`src/rtl/cortez_pkg.sv`:
```
// rtl/cortez_pkg.sv - shared FSM encoding and index-width helper for output_argmax
package cortez_pkg;

  typedef enum logic [1:0] {
    COLLECT = 2'd0,
    SCAN    = 2'd1,
    DONE    = 2'd2
  } state_t;

  function automatic int clog2_floor1(input int n);
    return (n > 1) ? $clog2(n) : 1;
  endfunction

endpackage

```
`src/rtl/output_argmax_if.sv`:
```
// rtl/output_argmax_if.sv - lane inputs and classification result bundle
interface output_argmax_if #(
  parameter int NUM_INPUTS  = 1,
  parameter int WIDTH       = 8,
  parameter int CLASS_WIDTH = cortez_pkg::clog2_floor1(NUM_INPUTS)
);
  logic [NUM_INPUTS*WIDTH-1:0] values_in;
  logic [NUM_INPUTS-1:0]       valids_in;
  logic [CLASS_WIDTH-1:0]      class_out;
  logic [WIDTH-1:0]            value_out;
  logic                        valid_out;
  logic                        busy;
  logic                        overrun_out;

  modport master (
    output values_in, valids_in,
    input  class_out, value_out, valid_out, busy, overrun_out
  );

  modport slave (
    input  values_in, valids_in,
    output class_out, value_out, valid_out, busy, overrun_out
  );
endinterface

```
`src/rtl/output_argmax_lane_capture.sv`:
```
// rtl/output_argmax_lane_capture.sv - one lane: value register, sticky capture flag, drop detect
module output_argmax_lane_capture #(
  parameter int WIDTH = 8
) (
  input  logic             clk,
  input  logic             rstn,
  input  logic             valid,
  input  logic [WIDTH-1:0] value,
  input  logic             collect,
  input  logic             clear,
  output logic             flag,
  output logic [WIDTH-1:0] data,
  output logic             drop
);
  logic capture;

  // First capture wins; anything else presented on this lane is lost.
  assign capture = valid && collect && !flag;
  assign drop    = valid && !capture;

  always_ff @(posedge clk or negedge rstn) begin
    if (!rstn) begin
      flag <= 1'b0;
      data <= '0;
    end else if (capture) begin
      flag <= 1'b1;
      data <= value;
    end else if (clear) begin
      flag <= 1'b0;
    end
  end
endmodule

```
`src/rtl/output_argmax.sv`:
```
// rtl/output_argmax.sv - gathers per-lane neuron outputs, then scans for the signed maximum
module output_argmax
  import cortez_pkg::*;
#(
  parameter int  NUM_INPUTS  = 1,
  parameter int  WIDTH       = 8,
  parameter int  FRAC_BITS   = 3,
  localparam int CLASS_WIDTH = clog2_floor1(NUM_INPUTS)
) (
  input  logic          clk,
  input  logic          rstn,
  output_argmax_if.slave bus
);
  if (FRAC_BITS < 0 || FRAC_BITS > WIDTH) begin : g_bad_frac
    $error("output_argmax: FRAC_BITS outside 0..WIDTH");
  end

  state_t                 state, state_next;
  logic [NUM_INPUTS-1:0]  flags, drops;
  logic [WIDTH-1:0]       lane_data [NUM_INPUTS];
  logic [CLASS_WIDTH-1:0] idx, best_index, class_r, scan_index;
  logic [WIDTH-1:0]       best_value, value_r, cand, scan_value, lane0_next;
  logic                   valid_r, overrun_r;
  logic                   collect, complete, last_scan, take;

  assign collect = (state == COLLECT);

  for (genvar i = 0; i < NUM_INPUTS; i++) begin : g_lane
    output_argmax_lane_capture #(.WIDTH(WIDTH)) u_lane (
      .clk     (clk),
      .rstn    (rstn),
      .valid   (bus.valids_in[i]),
      .value   (bus.values_in[i*WIDTH +: WIDTH]),
      .collect (collect),
      .clear   (state == DONE),
      .flag    (flags[i]),
      .data    (lane_data[i]),
      .drop    (drops[i])
    );
  end

  if (NUM_INPUTS > 1) begin : g_cand
    assign cand = lane_data[idx];
  end else begin : g_cand1
    assign cand = lane_data[0];
  end

  // Round completes on the edge that captures the last missing lane, so lane 0
  // may still be on the input bus rather than in its register.
  assign complete   = collect && (&(flags | bus.valids_in));
  assign lane0_next = flags[0] ? lane_data[0] : bus.values_in[WIDTH-1:0];
  assign last_scan  = (idx == CLASS_WIDTH'(NUM_INPUTS - 1));
  assign take       = $signed(cand) > $signed(best_value);
  assign scan_value = take ? cand : best_value;
  assign scan_index = take ? idx : best_index;

  always_ff @(posedge clk or negedge rstn) begin
    if (!rstn) state <= COLLECT;
    else       state <= state_next;
  end

  always_comb begin
    state_next = state;
    case (state)
      COLLECT: if (complete) state_next = (NUM_INPUTS > 1) ? SCAN : DONE;
      SCAN:    if (last_scan) state_next = DONE;
      DONE:    state_next = COLLECT;
      default: state_next = COLLECT;
    endcase
  end

  // Result registers load on the edge entering DONE so they are valid with the strobe.
  always_ff @(posedge clk or negedge rstn) begin
    if (!rstn) begin
      idx        <= '0;
      best_index <= '0;
      best_value <= '0;
      class_r    <= '0;
      value_r    <= '0;
      valid_r    <= 1'b0;
      overrun_r  <= 1'b0;
    end else begin
      valid_r   <= 1'b0;
      overrun_r <= |drops;
      case (state)
        COLLECT: if (complete) begin
          best_value <= lane0_next;
          best_index <= '0;
          idx        <= CLASS_WIDTH'(1);
          if (NUM_INPUTS == 1) begin
            class_r <= '0;
            value_r <= lane0_next;
            valid_r <= 1'b1;
          end
        end
        SCAN: begin
          best_value <= scan_value;
          best_index <= scan_index;
          idx        <= idx + CLASS_WIDTH'(1);
          if (last_scan) begin
            class_r <= scan_index;
            value_r <= scan_value;
            valid_r <= 1'b1;
          end
        end
        default: ;
      endcase
    end
  end

  assign bus.class_out   = class_r;
  assign bus.value_out   = value_r;
  assign bus.valid_out   = valid_r;
  assign bus.overrun_out = overrun_r;
  assign bus.busy        = (state != COLLECT);
endmodule

```
`src/flat_wrapper.sv`:
```
// flat-port wrapper written by rule: the top's interface ports become plain ports
module output_argmax_flat import cortez_pkg::*;
#(
  parameter int  NUM_INPUTS  = 1,
  parameter int  WIDTH       = 8,
  parameter int  FRAC_BITS   = 3,
  localparam int CLASS_WIDTH = clog2_floor1(NUM_INPUTS)
)
  (clk, rstn, bus_values_in, bus_valids_in, bus_class_out, bus_value_out, bus_valid_out, bus_busy, bus_overrun_out);
  output_argmax_if #(.NUM_INPUTS(NUM_INPUTS), .WIDTH(WIDTH)) bus_i ();
  input  logic clk;
  input  logic rstn;
  input wire logic [$bits(bus_i.values_in)-1:0] bus_values_in;
  input wire logic [$bits(bus_i.valids_in)-1:0] bus_valids_in;
  output wire logic [$bits(bus_i.class_out)-1:0] bus_class_out;
  output wire logic [$bits(bus_i.value_out)-1:0] bus_value_out;
  output wire logic [$bits(bus_i.valid_out)-1:0] bus_valid_out;
  output wire logic [$bits(bus_i.busy)-1:0] bus_busy;
  output wire logic [$bits(bus_i.overrun_out)-1:0] bus_overrun_out;
  assign bus_i.values_in = bus_values_in;
  assign bus_i.valids_in = bus_valids_in;
  assign bus_class_out = bus_i.class_out;
  assign bus_value_out = bus_i.value_out;
  assign bus_valid_out = bus_i.valid_out;
  assign bus_busy = bus_i.busy;
  assign bus_overrun_out = bus_i.overrun_out;
  output_argmax #(.NUM_INPUTS(NUM_INPUTS), .WIDTH(WIDTH), .FRAC_BITS(FRAC_BITS)) u_core (.clk(clk), .rstn(rstn), .bus(bus_i));
endmodule
```
`config.mk`:
```
export PLATFORM = sky130hd
export DESIGN_NAME = output_argmax_flat
export DESIGN_NICKNAME = d
export VERILOG_FILES = /design/src/rtl/cortez_pkg.sv /design/src/rtl/output_argmax_if.sv /design/src/rtl/output_argmax_lane_capture.sv /design/src/rtl/output_argmax.sv /design/src/flat_wrapper.sv
export SDC_FILE = /design/constraint.sdc
export NUM_CORES = 1
export LEC_CHECK = 0
export BUFFER_PORTS_ARGS = -buffer_cell sky130_fd_sc_hd__buf_2
export CAP_MARGIN = 20
export CORE_AREA = 5 5 47 49
export CTS_CLUSTER_SIZE = 25
export DETAILED_ROUTE_END_ITERATION = 8
export DIE_AREA = 0 0 52 54
export GPL_TIMING_DRIVEN = 0
export PLACE_DENSITY = 0.75
export SLEW_MARGIN = 10
export SYNTH_ARGS = -nofsm -noshare
export SYNTH_HDL_FRONTEND = slang
export SYNTH_HIERARCHICAL = 1
export SYNTH_SLANG_ARGS = --single-unit
```
`constraint.sdc`:
```
create_clock -name clk -period 3.1 [get_ports clk]
set_clock_uncertainty 0.05 [all_clocks]
set_input_delay 0.31 -clock clk [delete_from_list [all_inputs] [get_ports clk]]
set_output_delay 0.31 -clock clk [all_outputs]
set_load 0.01 [all_outputs]
```
=== After elaboration in Yosys (flattened, before gate mapping) ===
Cells that the tools add are included.

* Bits in registers: 32
* Output and inout port bits: 12
* Word-level logic and storage cells: 51

* $add $sub $neg: 1
* Magnitude comparators: 1
* Equality and inequality tests: 4
* Muxes and demuxes: 21
* Bitwise gates (word level): 1
* Reduce and logical (&&, ||, !) cells: 13

{| class="wikitable"
|+ Operators with widths
! operator !! number
|-
| 8-bit 2-to-1 mux || 4
|-
| 8-bit one-hot mux with 2 select lines || 2
|-
| 8-bit > comparator || 1
|-
| 1-bit 2-to-1 mux || 8
|-
| 1-bit one-hot mux with 2 select lines || 4
|-
| 2-bit nonzero test || 3
|-
| 1-bit logical AND || 4
|-
| 2-bit 2-to-1 mux || 2
|-
| 2-bit != test (second input constant) || 2
|-
| 2-bit one-hot mux with 2 select lines || 1
|-
| 2-bit AND reduction || 2
|-
| 3-bit AND reduction || 1
|-
| 2-bit by 1-bit == test with 1-bit output (second input constant) || 1
|-
| 2-bit == test (second input constant) || 1
|-
| 1-bit logical NOT || 2
|-
| 2-bit logical NOT || 1
|-
| 1-bit adder (second input constant) || 1
|-
| 1-bit bitwise OR || 1
|}

=== Longest topological paths before layout ===
* Depth in word-level cells: 5
* Gate-level depth with buffers: 5
* Gate-level depth less buffers: 3

=== Cells and area by module ===
The synthesis kept the hierarchy.

{| class="wikitable"
|+ By module, submodules not included
! module !! times used !! cells an instance !! area each (um^2)
|-
| output_argmax || 1 || 48 || 506.7
|-
| output_argmax_lane_capture || 1 || 21 || 351.6
|}

=== Worst setup path before layout ===
No wires, ideal clock.

* Kind: flip-flop to flip-flop
* From: register u_core.state[1]
* To: register u_core.g_lane[0].u_lane.data[0]
* Library setup time: 125 ps
* Arrival time: 1250 ps
* Data required time: 2925 ps
* Setup slack: 1675 ps
* Stages on the path, launching flop included: 5
* Clock period less this slack: 1425 ps
* Path through: dfrtp_1 inv_1 clkbuf_1 nand3b_4 mux2_2

* Longest elaborated chain between the ends: 3

{| class="wikitable"
|+ RTL lines
! what !! line !! text
|-
| from (decl) || output_argmax.sv:18 || <nowiki>state_t state, state_next;</nowiki>
|-
| from (signal assigned) || output_argmax.sv:59 || <nowiki>else state <= state_next;</nowiki>
|-
| 2-bit logical NOT || output_argmax.sv:26 || <nowiki>assign collect = (state == COLLECT);</nowiki>
|-
| net u_core.collect || output_argmax.sv:24 || <nowiki>logic collect, complete, last_scan, take;</nowiki>
|-
| 1-bit logical AND (2 in series) || output_argmax_lane_capture.sv:18 || <nowiki>assign capture = valid && collect && !flag;</nowiki>
|-
| to (signal assigned) || output_argmax_lane_capture.sv:27 || <nowiki>data <= value;</nowiki>
|-
| to (decl) || output_argmax_lane_capture.sv:12 || <nowiki>output logic [WIDTH-1:0] data,</nowiki>
|}

The timed path passes the listed nets, and every way through them passes these cells.
A chain may end at the register's enable or synchronous reset.

=== Worst setup path after layout ===
* From: register u_core.state[1]
* To: register u_core.g_lane[0].u_lane.data[7]

Same word-level chain as after synthesis.

==> results.cfg <==
[placed_design]
port_buffers = 21
dpl.cell_count = 117
placed_cell_area_sq_um = 997
gp_congestion = 0.706
dpl_worst_slack_ns = 1.49
hpwl_microns = 1220

[finish]
final_area_sq_um = 1040
seq_area_sq_um = 500
n_antenna_cell = 0
syn_to_final_growth_pct = 21.6
stdcell_count = 122
multi_input_area_sq_um = 308
nNetsFinal = 107
drive_gt1_share_pct = 40.0
utilization_pct = 57.3
fillers = 168

[detailed_routing]
avgViaCountPerCell = 5.29
vias = 645
drc = 0
avgRoutedWirePerCell_microns = 14.9
drtAntennaViolNets = 0
drt_wl_total_microns = 1820
dr.first_iter.drc_count = 19
firstDrtPassIters = 4

[power]
total_power_mw = 1.10
p_leak_nw = 0.473
vdd_drop_max_mv = 0.479
p_per_area_nw_per_um2 = 1050

[synth]
synth_area_per_cell_sq_um = 12.4
netlist-cell-type-count = 17
ys_seq_area_share_pct = 58.3
syn_area_sq_um = 858
yosys_warnings = 6
synth_fp_nets = 80
synth-seq-cells = 20
syn_inst = 69

[clocking]
cts_sinks = 20
cts_root_buf = clkbuf_4
numCtsBuffers = 3
cts_resized = 0
htree_levels = 1
cts_tree = done
clk_pin_slew_ns = 0.11
insertion_delay_ns = 0.30
cts_buffer_depth = 2

[timing]
period_minus_slack_ns = 1.63
maxSlewViolCount = 0
setup_viol = 0
tightest_slew_ns = 0.536
post-route-period-util_pct = 52.6
hold_ws_ns = 0.200
rsz0062_at_grt = false
fin_ws_ns = 1.47
final.setup.tns_ns = 0
final_hold_viol_count = 0
fmax_mhz = 613
slew-limit-headroom_pct = 64.3

[hold_path]
min_path_type = input pin to flip-flop

[worst_setup_path]
crit_required_ns = 3.25
r2r_setup_slack_ns = 1.47
reg2reg_to = u_core/g_lane[0].u_lane/data[7]
critical_path_class = flip-flop to flip-flop
cp-start-kind = flip-flop
r2r_start = u_core/state[1]
cp_max_fo = 11
critPathLaunch = u_core/state[1]
critPathArrivalTime_ns = 1.78
crit_end = u_core/g_lane[0].u_lane/data[7]
reg2reg_depth = 4
crit_path_end_kind = flip-flop

[floorplan]
rows = 16
start_util_pct = 47.1
dieArea_sq_um = 2810
ios = 23
die_w_microns = 52
fp.dieH_microns = 54
fp.coreArea_sq_um = 1820

[global_route]
antenna_found_initial = 0
grt_max_degree = 21
gr-total-overflow = 0
grt_pass1_vias = 634
grtUsageTotal_pct = 14.8
grt_first_pass_wirelength_microns = 2960

[status]
status = complete, no violations

[job]
max_cap_violations = 0
[registers in the layout (all words and copies together), names as in the netlist]
| signal | count |
|---|---|
| u_core/g_lane.u_lane/data | 8 |
| u_core/state | 1 |
| u_core/g_lane.u_lane/flag | 1 |
| u_core/bus.overrun_out | 1 |
| u_core/best_value | 8 |
| u_core/bus.valid_out | 1 |
[area by class of cell]
| cell class | instances | share of cell area, % |
|---|---|---|
| buffer | 6 | 4.08 |
| clock buffer | 4 | 3.48 |
| inverter | 2 | 0.719 |
| multi-input combinational | 41 | 29.5 |
| sequential | 20 | 48.0 |
| tap | 27 | 3.24 |
| timing repair buffer | 22 | 11.0 |
[synthesized netlist by cell type, drive strengths merged]
cell type,number,area share (%)
inv,2,0.87
a21boi,1,0.87
nand3b,1,2.3
mux2,8,10
o32ai,8,8.2
nor2,8,3.5
buf,3,3.5
nand2b,2,1.5
or2,1,0.73
clkbuf,3,1.5
o21ai,1,0.58
conb,1,0.44
dfrtp,20,58
and2,2,1.5
o22ai,8,5.8
[how the worst min path moves through the flow]
| stage | startpoint | endpoint | slack [ns] | depth (start not counted) |
|---|---|---|---|---|
| floorplan | rstn | u_core/best_value[0] | -0.04 | 0 |
| global placement | rstn | u_core/bus.valid_out | 0.23 | 1 |
| detailed placement | rstn | u_core/bus.valid_out | 0.23 | 1 |
| CTS | bus_values_in[5] | u_core/g_lane[0].u_lane/data[5] | 0.19 | 2 |
| global route | bus_values_in[3] | u_core/g_lane[0].u_lane/data[3] | 0.19 | 2 |
| finish | bus_values_in[2] | u_core/g_lane[0].u_lane/data[2] | 0.20 | 2 |
[power by group]
group	leakage [nW]	switching, mW	internal [mW]	total (mW)
sequential	0.234	0.0832	0.393	0.476
clock	0.0210	0.0801	0.0717	0.152
combinational	0.219	0.240	0.229	0.469
total	0.473	0.404	0.694	1.10
[critical path, stage by stage, from the launching register on]
cell	delay (ns)
dfrtp_1	0.43
inv_1	0.08
clkbuf_1	0.42
nand3b_4	0.22
mux2_2	0.32
[layer usage]
metal | GRT usage [%] | share of wire [%] | vias to the layer above
li1 | - | - | 306
met1 | 20.3 | 49 | 314
met2 | 20.9 | 45 | 23
met3 | 3.88 | 4.9 | 2
met4 | 8.30 | 1.3 | 0
met5 | 0 | 0 | -
[logic make-up after synthesis]
kind of cell    after synthesis  synth area share, %
simple gates                 14                 9.48
mux                           8                 10.5
other cells                   1                0.437
compound gates               18                 15.5
flops                        20                 58.3
buf+inv                       8                 5.83
[placed cells by master (no fill, tap or decap)]
master / count
clkbuf_1: 2
o21ai_0: 1
buf_4: 1
buf_6: 2
dlygate4sd3_1: 1
buf_2: 21
inv_1: 2
clkbuf_4: 3
dfrtp_1: 20
conb_1: 1
clkbuf_2: 1
o32ai_1: 8
nand2b_1: 2
a21boi_0: 1
and2_1: 2
or2_1: 1
nand3b_4: 1
mux2_2: 8
nor2_1: 8
clkbuf_8: 1
o22ai_1: 8
[what timing repair did]
action                    CTS  global route
hold buffers                1             0
setup buffers               0             0
hold endpoints to repair   20             0
(Power assumes the default switching activity.)
